**src/rtl/reg_scoreboard.sv**
```systemverilog
// Register scoreboard: per-register pending-write counters that stall decode on RAW hazards.
// The same-cycle writeback is discounted because the register file writes before it is read.
module reg_scoreboard #(
    parameter int NREG    = 8,
    parameter int MAXPEND = 3,
    parameter int SELW    = $clog2(NREG),
    parameter int CNTW    = $clog2(MAXPEND + 1)
) (
    input  logic            clk,
    input  logic            rst,
    input  logic            i_issue_valid,
    input  logic            i_issue_wr,
    input  logic [SELW-1:0] i_issue_reg,
    input  logic            i_rs_used,
    input  logic [SELW-1:0] i_rs_sel,
    input  logic            i_rt_used,
    input  logic [SELW-1:0] i_rt_sel,
    input  logic            i_wb_valid,
    input  logic [SELW-1:0] i_wb_reg,
    input  logic            i_flush,
    output logic            o_stall,
    output logic [NREG-1:0] o_busy,
    output logic [2:0]      o_inflight,
    output logic            o_err
);

    localparam int SUMW = $clog2(NREG * MAXPEND + 1);

    logic [CNTW-1:0] r_cnt [NREG];
    logic            r_err;

    logic            w_wb_hit_rs;
    logic            w_wb_hit_rt;
    logic            w_rs_hit;
    logic            w_rt_hit;
    logic            w_accept;
    logic [NREG-1:0] w_inc;
    logic [NREG-1:0] w_dec;
    logic [CNTW-1:0] w_cnt_nxt [NREG];
    logic            w_err_set;
    logic [SUMW-1:0] w_sum;

    assign w_wb_hit_rs = i_wb_valid && (i_wb_reg == i_rs_sel);
    assign w_wb_hit_rt = i_wb_valid && (i_wb_reg == i_rt_sel);
    assign w_rs_hit    = i_rs_used && (r_cnt[i_rs_sel] > CNTW'(w_wb_hit_rs));
    assign w_rt_hit    = i_rt_used && (r_cnt[i_rt_sel] > CNTW'(w_wb_hit_rt));
    assign o_stall     = (w_rs_hit || w_rt_hit) && !i_flush;
    assign w_accept    = i_issue_valid && !o_stall && !i_flush;

    always_comb begin
        // NOTE: every variable gets a default before the loop so no latch is inferred.
        w_err_set = 1'b0;
        for (int i = 0; i < NREG; i++) begin
            w_inc[i]     = w_accept && i_issue_wr && (i_issue_reg == SELW'(i));
            w_dec[i]     = i_wb_valid && (i_wb_reg == SELW'(i));
            w_cnt_nxt[i] = r_cnt[i];
            case ({w_inc[i], w_dec[i]})
                2'b10: begin
                    if (r_cnt[i] == CNTW'(MAXPEND)) w_err_set = 1'b1;
                    else                            w_cnt_nxt[i] = r_cnt[i] + 1'b1;
                end
                2'b01: begin
                    if (r_cnt[i] == '0) w_err_set = 1'b1;
                    else                w_cnt_nxt[i] = r_cnt[i] - 1'b1;
                end
                default: w_cnt_nxt[i] = r_cnt[i];
            endcase
        end
    end

    // NOTE: the counter array is a handful of flops, not a RAM, so it is reset explicitly.
    always_ff @(posedge clk or posedge rst) begin
        if (rst) begin
            for (int i = 0; i < NREG; i++) r_cnt[i] <= '0;
            r_err <= 1'b0;
        end else if (i_flush) begin
            // NOTE: non-blocking assignments keep every flop sampling pre-edge values.
            for (int i = 0; i < NREG; i++) r_cnt[i] <= '0;
        end else begin
            for (int i = 0; i < NREG; i++) r_cnt[i] <= w_cnt_nxt[i];
            r_err <= r_err | w_err_set;
        end
    end

    always_comb begin
        w_sum = '0;
        for (int i = 0; i < NREG; i++) begin
            o_busy[i] = (r_cnt[i] != '0);
            w_sum     = w_sum + SUMW'(r_cnt[i]);
        end
    end

    assign o_inflight = (w_sum > SUMW'(7)) ? 3'd7 : w_sum[2:0];
    assign o_err      = r_err;

endmodule

```
**config.mk**
```make
export PLATFORM = sky130hd
export DESIGN_NAME = reg_scoreboard
export DESIGN_NICKNAME = d
export VERILOG_FILES = /design/src/rtl/reg_scoreboard.sv
export SDC_FILE = /design/constraint.sdc
export NUM_CORES = 1
export LEC_CHECK = 0
export CAP_MARGIN = 20
export CORE_MARGIN = 5
export CORE_UTILIZATION = 55
export CTS_BUF_LIST = sky130_fd_sc_hd__clkbuf_16
export DETAILED_ROUTE_END_ITERATION = 8
export GPL_ROUTABILITY_DRIVEN = 0
export GPL_TIMING_DRIVEN = 0
export HOLD_SLACK_MARGIN = 0.15
export PLACE_DENSITY = 0.92
export REMOVE_ABC_BUFFERS = 1
export SYNTH_ARGS = -nofsm -noshare
export SYNTH_HDL_FRONTEND = slang
export SYNTH_SLANG_ARGS = --single-unit
```
**constraint.sdc**
```tcl
create_clock -name clk -period 5.8 [get_ports clk]
set_input_delay 1.45 -clock clk [delete_from_list [all_inputs] [get_ports clk]]
set_output_delay 1.45 -clock clk [all_outputs]
set_load 0.05 [all_outputs]
```
==> summary.txt <==
STA
  – Final Max Slew Viols: 0
  – Final setup fails: 0
  – Clock Skew: 5.37 ps
  – Hold Fails Final Rpt: 0
  – Hold_ws: 486 ps
  – Slew headroom: 43.2%
  – Fmax: 176 MHz
  – Worst slew pin tran: 840 ps
  – Final period utilization: 97.9%
  – Setup TNS: 0 ps
  – Fin crit period: 5680 ps
  – Setup slack after layout: 120 ps
  – RSZ-0062 raised after global routing: no

Final layout
  – Ant diodes: 0
  – Post-layout nets: 351
  – Multi-input gate area: 1760 um2
  – Area delta synth->final: 18.2%
  – Post-route cell area: 2700 um2
  – Layout cell share with drive strength beyond 1: 10.1%
  – Register area: 430 um2
  – Final Core Density: 67.5%
  – # fillers: 302
  – Finished Layout Cells: 346

Logic synthesis
  – Area leader, netlist: dfrtp_1
  – Post-synth ARST share: 100%
  – Seq cells post-synth: 17
  – Post-synth EDFFs: 0
  – Register area share after synthesis: 18.6%
  – Synthesis Warnings: 0
  – Synth top area share: 18.6%
  – Synth area leaders: dfrtp_1, ha_1, fa_1, mux4_2, nor2_1
  – Top-count cell post-synth: nor2_1
  – Main flop type after synthesis: dfrtp_1
  – Post-synth cell types: 47
  – Synth top cells by count: nor2_1, ha_1, inv_1, nand2_1, a21oi_1
  – Cells after synthesis: 266
  – Syn avg cell area: 8.59 um2
  – Mapped Area: 2280 um2

Route
  – Via count: 2125
  – Initial DRC count: 147
  – WL final: 5.83 mm
  – Wire per inst: 16.9 um
  – Drt drc: 0
  – Antenna viol nets, final: 0
  – 1st-pass router iterations: 5
  – Via/cell ratio: 6.14

Global route
  – Largest net degree at the start of global routing: 20
  – Antenna violations before repair: 0
  – GRT Util Overall: 23.3%
  – Overflow left after global routing: 0
  – First-pass GRT wire length: 9.87 mm
  – Vias in the first global route: 2139

Clock network
  – H-tree lvl count: 1
  – Clock buffer depth: 2
  – CTS clk-pin slew, worst paths: 60 ps
  – Num Clock Sinks: 17
  – Hold-fix buffers, CTS: 0
  – Root Buffer: clkbuf_16
  – Total CTS buffers: 3
  – Clk_lat worst skew: 250 ps
  – CTS tree: yes

Power and ir drop
  – Max rail drop VDD: 0.000112 V
  – Leakage Power: 1.20 nW
  – PD cells: 131 nW/um2
  – Total power: 0.353 mW

Setup path
  – Worst setup EP type: output port
  – CP Launch Type: register
  – Max FO, Critical Path: 10
  – Setup CP Type: register to output port
  – Worst endpoint required time: 4350 ps
  – Crit path DAT: 4230 ps
  – Worst r2r src: r_cnt[10]
  – R2r worst-path depth: 13
  – Flop-to-flop setup slack: 1930 ps
  – Reg-to-Reg End: o_err

Hold path
  – Hold path start: o_err
  – Hold crit path type: register to register
  – Worst hold path endpoint: o_err
  – Hold Crit Depth: 1

Floorplanning
  – Row count: 23
  – Initial Util: 57.1%
  – Core Box Area: 4000 um2
  – Boundary Pins: 33
  – Die height: 74.5 um
  – Die area: 5540 um2
  – Die W: 74.5 um

Placed design
  – IO buf count: 32
  – DP HPWL: 4.59 mm
  – Pre-CTS WS: -273 ps
  – Placed Area: 2630 um2
  – Dpl cells: 342

Outcome
  – Run status: complete, no violations

Run
  – Max Cap Violations: 0
-- worst max path at each step --
stage / start / to / cells after the start
2_1_floorplan: r_cnt[1] / o_inflight[0] / 8
5_1_grt: r_cnt[11] / o_inflight[2] / 9
3_5_place_dp: i_rt_sel[0] / o_stall / 9
6_report: r_cnt[11] / o_inflight[2] / 9
3_3_place_gp: i_rt_sel[0] / o_stall / 9
4_1_cts: r_cnt[1] / o_inflight[2] / 9
-- state kept, by name (all words and copies together), names as in the netlist --
name,count
r_cnt,16
o_err,1
-- logic make-up after synthesis --
logic type	count (synthesis)	synth area share [%]
flops	17	18.6
mux	15	9.64
xor+xnor	6	2.30
fa+ha+maj	34	22.2
compound gates	47	13.1
simple gates	122	29.4
buf+inv	25	4.76
-- layer usage --
layer  wire length (um)  part of all wire [%]  global-route usage (%)  up-vias
li1                   -                     -                       -      995
met1               2300                    39                    27.9     1033
met2               3060                    52                    41.9       82
met3                368                   6.3                    4.32       15
met4                108                   1.9                    7.71        0
met5                  0                     0                       0        -
-- final cells by class --
class	count	area share [%]
clock buffer	3	2.78
clock inverter	1	0.139
inverter	19	2.64
multi-input combinational	224	65.1
sequential	17	15.9
tap	50	2.32
timing repair buffer	32	11.1
-- worst max-delay path, stage by stage (launching register included) --
cell,delay (ps)
dfrtp_1,570
fa_1,500
fa_1,470
fa_1,570
fa_1,430
ha_1,260
fa_1,420
o21a_1,210
or3_1,300
clkbuf_2,240
-- power by group --
part	switching, mW	internal, mW	total (mW)
Clock	0.0494	0.0918	0.141
Combinational	0.0512	0.0361	0.0873
Sequential	0.00289	0.122	0.125
-- timing repair --
item | CTS | global route
setup buffers | 0 | 0
resized for setup | 12 | 9
setup endpoints to repair | 4 | 5
hold endpoints to repair | 0 | 0
-- placed cells by master (no fill, tap or decap), types with 13 or more instances in the layout --
cell and instances:
nor2_1 29, clkdlybuf4s50_1 28, ha_1 23, inv_1 20, nand2_1 19, a21oi_1 18, o21ai_0 13, dfrtp_1 13
No activity file was read; power rests on OpenSTA's default activity.
==> edit 1: new RTL, same flow settings <==
`MAXPEND`: 3 -> 5.
--- a/src/rtl/reg_scoreboard.sv
+++ b/src/rtl/reg_scoreboard.sv
@@ -2,7 +2,7 @@
 // The same-cycle writeback is discounted because the register file writes before it is read.
 module reg_scoreboard #(
     parameter int NREG    = 8,
-    parameter int MAXPEND = 3,
+    parameter int MAXPEND = 5,
     parameter int SELW    = $clog2(NREG),
     parameter int CNTW    = $clog2(MAXPEND + 1)
 ) (
Check against the original RTL: not equivalent (a bounded check fails within 10 cycles, from zero or initial values and one cycle with rst high).
==> edit 1 against the original RTL <==
Synthesized area rose by 36%. Design area rose by 36%. First-iteration DRC count rose by 110%. Sequential share of layout area rose by 1.5 points. Count of clock-buffer cells in the layout did not move. Non-clock buffer count rose by 11. Wire length rose by 38%. Setup slack got worse by 0.034 ns. Total power rose by 38%. Sequential cell count rose by 8. Clock skew barely moved. Critical endpoint unchanged. Synthesized cell count rose by 34%. Utilization fell by 0.47 points.
==> edit 1: results (changes against the original RTL) <==
most instantiated cells after synthesis nor2_1, inv_1, dfrtp_1, fa_1, ha_1; number of vias in the routed layout 2,890 (+36%); Worst-Margin Slew 1.03 ns (+0.185 ns); capture endpoint of the worst hold path o_err; residual antenna-violating net count after detailed routing 0 (unchanged); GRT Util Overall 0.232 (-0.00101); buffers from clock root to sink, at most 2 (unchanged); syn avg cell area 8.70 um^2 (+1.3%); adder-cell area share of the yosys netlist 0.259 (+0.0362); register area share after synthesis 0.202 (+0.0158); complex-gate fraction of the synthesized area 0.0986 (-0.0323); clk_lat worst skew 0.27 ns (+0.02 ns); wire length of the first global-routing pass 13,800 um (+40%); reg-to-reg startpoint r_cnt[0]; Port-buffer cells 32 (unchanged); Reg2Reg Capture Point o_err; number of standard cells in the layout, taps in and fillers out 459 (+33%); share of flip-flops with an asynchronous set or reset after synthesis 1.00 (unchanged); max FFs per register 24 (+8); first-iteration detailed-routing DRC count 309 (+110%); Distinct cells, synth 40 (-15%); Setup Skew 0.00587 ns (+0.000494 ns); Main synth FF type dfrtp_1; placed cells 444 (+30%); smallest hold slack 0.512 ns (+0.0261 ns); post-detail-place hpwl 5990 um (+30%); maximum number of pins on one net before global-route repair 28 (+40%); cell chosen for the clock root clkbuf_16; Register-to-Register Path Depth 13 (unchanged); proportion of synthesized area in mux cells 0.0598 (-0.0366); internal reg-to-reg setup slack 1.46 ns (-0.47 ns); number of buffers inserted to repair setup after CTS 3 (+3); worst min path class flop to flop; maximum fanout encountered on the critical timing path 8 (-2); result of the run completed; biggest cell delay along the critical path 0.55 ns (-0.02 ns); Placement Setup Slack -0.989 ns (-0.717 ns); leak pwr 0.00159 uW (+32%); slowest stage cell, crit path dfrtp_1; IR Drop Worst-Case VDD 0.158 mV (+41%); Yosys Warn Count 0 (unchanged); final wirelength 8030 um (+38%); Inserted Clock Buffers 3 (unchanged); layout cell share with drive strength beyond 1 0.121 (+0.0201); number of gates resized after CTS 24 (+12); post-synthesis share of cell area spent on xor and xnor gates 0.0707 (+0.0477); instance area after placement 0.00345 mm^2 (+31%); top area cells in the synthesized netlist dfrtp_1, fa_1, ha_1; H-tree depth 1 (unchanged); hold path startpoint o_err; worst endpoint data arrival time 4.26 ns (+0.03 ns)
edit 1: changes by cell type after synthesis, sizes merged, moves of 8 or more:
| cell | unedited run | this run |
|---|---|---|
| nor3 | 6 | 21 |
| dfrtp | 17 | 25 |
| xnor2 | 2 | 20 |
| fa | 11 | 25 |
| nor2 | 29 | 49 |
| inv | 19 | 32 |
| clkbuf | 4 | 15 |
edit 1: critical path: cells and delay by family (launching register included):
kind | cells | cell delay [ns]
AND/OR/NAND/NOR | 2 | 0.32
AO/OA/AOI/OAI | 1 | 0.21
buffers and inverters | 1 | 0.21
adder cells (fa/ha/maj) | 6 | 2.70
flip-flops | 1 | 0.55
edit 1: routing by layer:
metal,routed length [um],GRT usage
met1,3120,0.303
met2,3990,0.393
met3,679,0.0311
met4,240,0.0820
met5,0,0
edit 1: area by class of cell:
| class | count | area [um^2] |
|---|---|---|
| Clock buffer | 3 | 75.1 |
| Multi-Input combinational cell | 283 | 2320 |
| Clock inverter | 1 | 5.00 |
| Timing Repair Buffer | 43 | 419 |
| Fill cell | 425 | 1800 |
| Inverter | 32 | 120 |
| Tap cell | 72 | 90.1 |
| Sequential cell | 25 | 638 |
edit 1: worst max path at each step:
stage / start / end / slack (ns) / depth (start not counted)
2_1_floorplan: i_rt_sel[1] / o_stall / 0.40 / 7
3_3_place_gp: i_rt_sel[0] / o_stall / -0.99 / 9
3_5_place_dp: i_rt_sel[0] / o_stall / -0.99 / 9
4_1_cts: i_rs_sel[0] / o_err / 0.02 / 14
5_1_grt: r_cnt[1] / o_inflight[1] / -0.003 / 12
6_report: r_cnt[17] / o_inflight[2] / 0.09 / 10
edit 1: where the power goes:
part / internal, uW / switching, uW / leakage [uW]
clock: 93.3 / 68.3 / 0.0000409
sequential: 179 / 7.38 / 0.000329
combinational: 55.8 / 83.3 / 0.00122
==> edit 2: new RTL, config.mk and constraints unchanged <==
Made on the original files. Register the output `o_err` once more, cleared by the reset; this adds one clock of latency there. The other outputs are not delayed to match.
--- a/src/rtl/reg_scoreboard.sv
+++ b/src/rtl/reg_scoreboard.sv
@@ -91,7 +91,13 @@
     end
 
     assign o_inflight = (w_sum > SUMW'(7)) ? 3'd7 : w_sum[2:0];
-    assign o_err      = r_err;
+    always_ff @(posedge clk or posedge rst) begin
+        if (rst) begin
+            o_err <= '0;
+        end else begin
+            o_err <= r_err;
+        end
+    end
 
 endmodule
 
Function: changed (Yosys sat finds a counterexample within 4 cycles, from zero or initial values and one cycle with rst high).
==> edit 2 against the original RTL <==
Highest routed layer unchanged. Synthesized area is 3.8% higher. Utilization rose by 0.87 points. Total power is 0.87% lower. Wire length is the same. Design area rose by 3.5%. Sequential cell count rose by 1. Clock skew fell by 0.00093 ns. Setup slack improved by 0.058 ns.
==> edit 2: results (changes against the original RTL) <==
Seq pwr share 0.367 (+0.014); detailed-routing wirelength on met1 2300 um (+0.17%); top area cells in the synthesized netlist dfrtp_1, ha_1, fa_1; met3 usage 0.0554 (+0.0122); timing startpoint of the critical path r_cnt[7]; GRT Util Overall 0.221 (-0.0118); drt first pass iters 4 (-1); Reg2Reg Capture Point r_err; leak pwr 0.00121 uW (+1.1%); routed length per placed instance 16.9 um (+0.29%); smallest hold slack 0.394 ns (-0.0924 ns); proportion of power drawn by the clock network 0.415 (+0.015); Repair and plain buffers 35 (+9.4%); via count of the first global-routing pass 2,054 (-4.0%); worst relative slew slack 0.453 (+0.0213); layout cell share with drive strength beyond 1 0.129 (+0.0275); internal reg-to-reg setup slack 2.08 ns (+0.15 ns); maximum fanout encountered on the critical timing path 8 (-2); hold path startpoint r_err; result of the run completed; proportion of cell area occupied by multi-input gates 0.642 (-0.00886); Distinct cells, synth 49 (+4.3%); Register-to-Register Path Depth 12 (-1); Met2 Wirelength 3000 um (-1.9%); met1 global-route usage 0.278 (-0.000666); slowest stage cell, crit path fa_1; non-clock buffer area fraction after layout 0.116 (+0.00477); sequential cell count 18 (+1); worst endpoint data arrival time 4.17 ns (-0.06 ns); Inverters excl. clock 21 (+2); register area share after synthesis 0.190 (+0.00367); metal3 WL 474 um (+29%); Cells on Worst Hold Path 0 (-1); proportion of cell area occupied by registers 0.163 (+0.00405); IR Drop Worst-Case VDD 0.123 mV (+9.2%); clock network area share 0.0282 (-0.000981); reg-to-reg startpoint r_cnt[0]; most instantiated cells after synthesis ha_1, nor2_1, inv_1; internal power component 251 uW (+0.53%); post-DR vias/cell 6.21 (+1.1%)
edit 2: timing repair:
| action | 4_1_cts | 5_1_grt |
|---|---|---|
| setup endpoints to repair | 4 | 4 |
| buffers inserted | 0 | 2 |
| gates resized for setup | 17 | 6 |
| gates cloned | 0 | 0 |
edit 2: metrics by stage:
stage | total power [uW] | instances | setup slack (ns) | area, um^2 | TNS (ns)
floorplan | 171 | 256 | 0.468 | 2310 | 0
global placement | 203 | 338 | -0.121 | 2700 | -0.392
detailed placement | 206 | 339 | -0.241 | 2700 | -0.757
CTS | 352 | 343 | -0.0118 | 2780 | -0.0118
global route | 366 | 345 | -0.00221 | 2790 | -0.00221
finish | 350 | 345 | 0.178 | 2790 | 0
edit 2: cells by family (layout without fill, tap and decap cells):
logic type,Yosys count,after routing,synth area share
and+or+nand+nor,109,109,0.271
AOI/OAI and AO/OA,52,52,0.143
adders and majority gates,34,34,0.214
buffers and inverters,32,60,0.0580
DFF,18,18,0.190
muxes,16,16,0.102
xor gates and xnor gates,6,6,0.0222
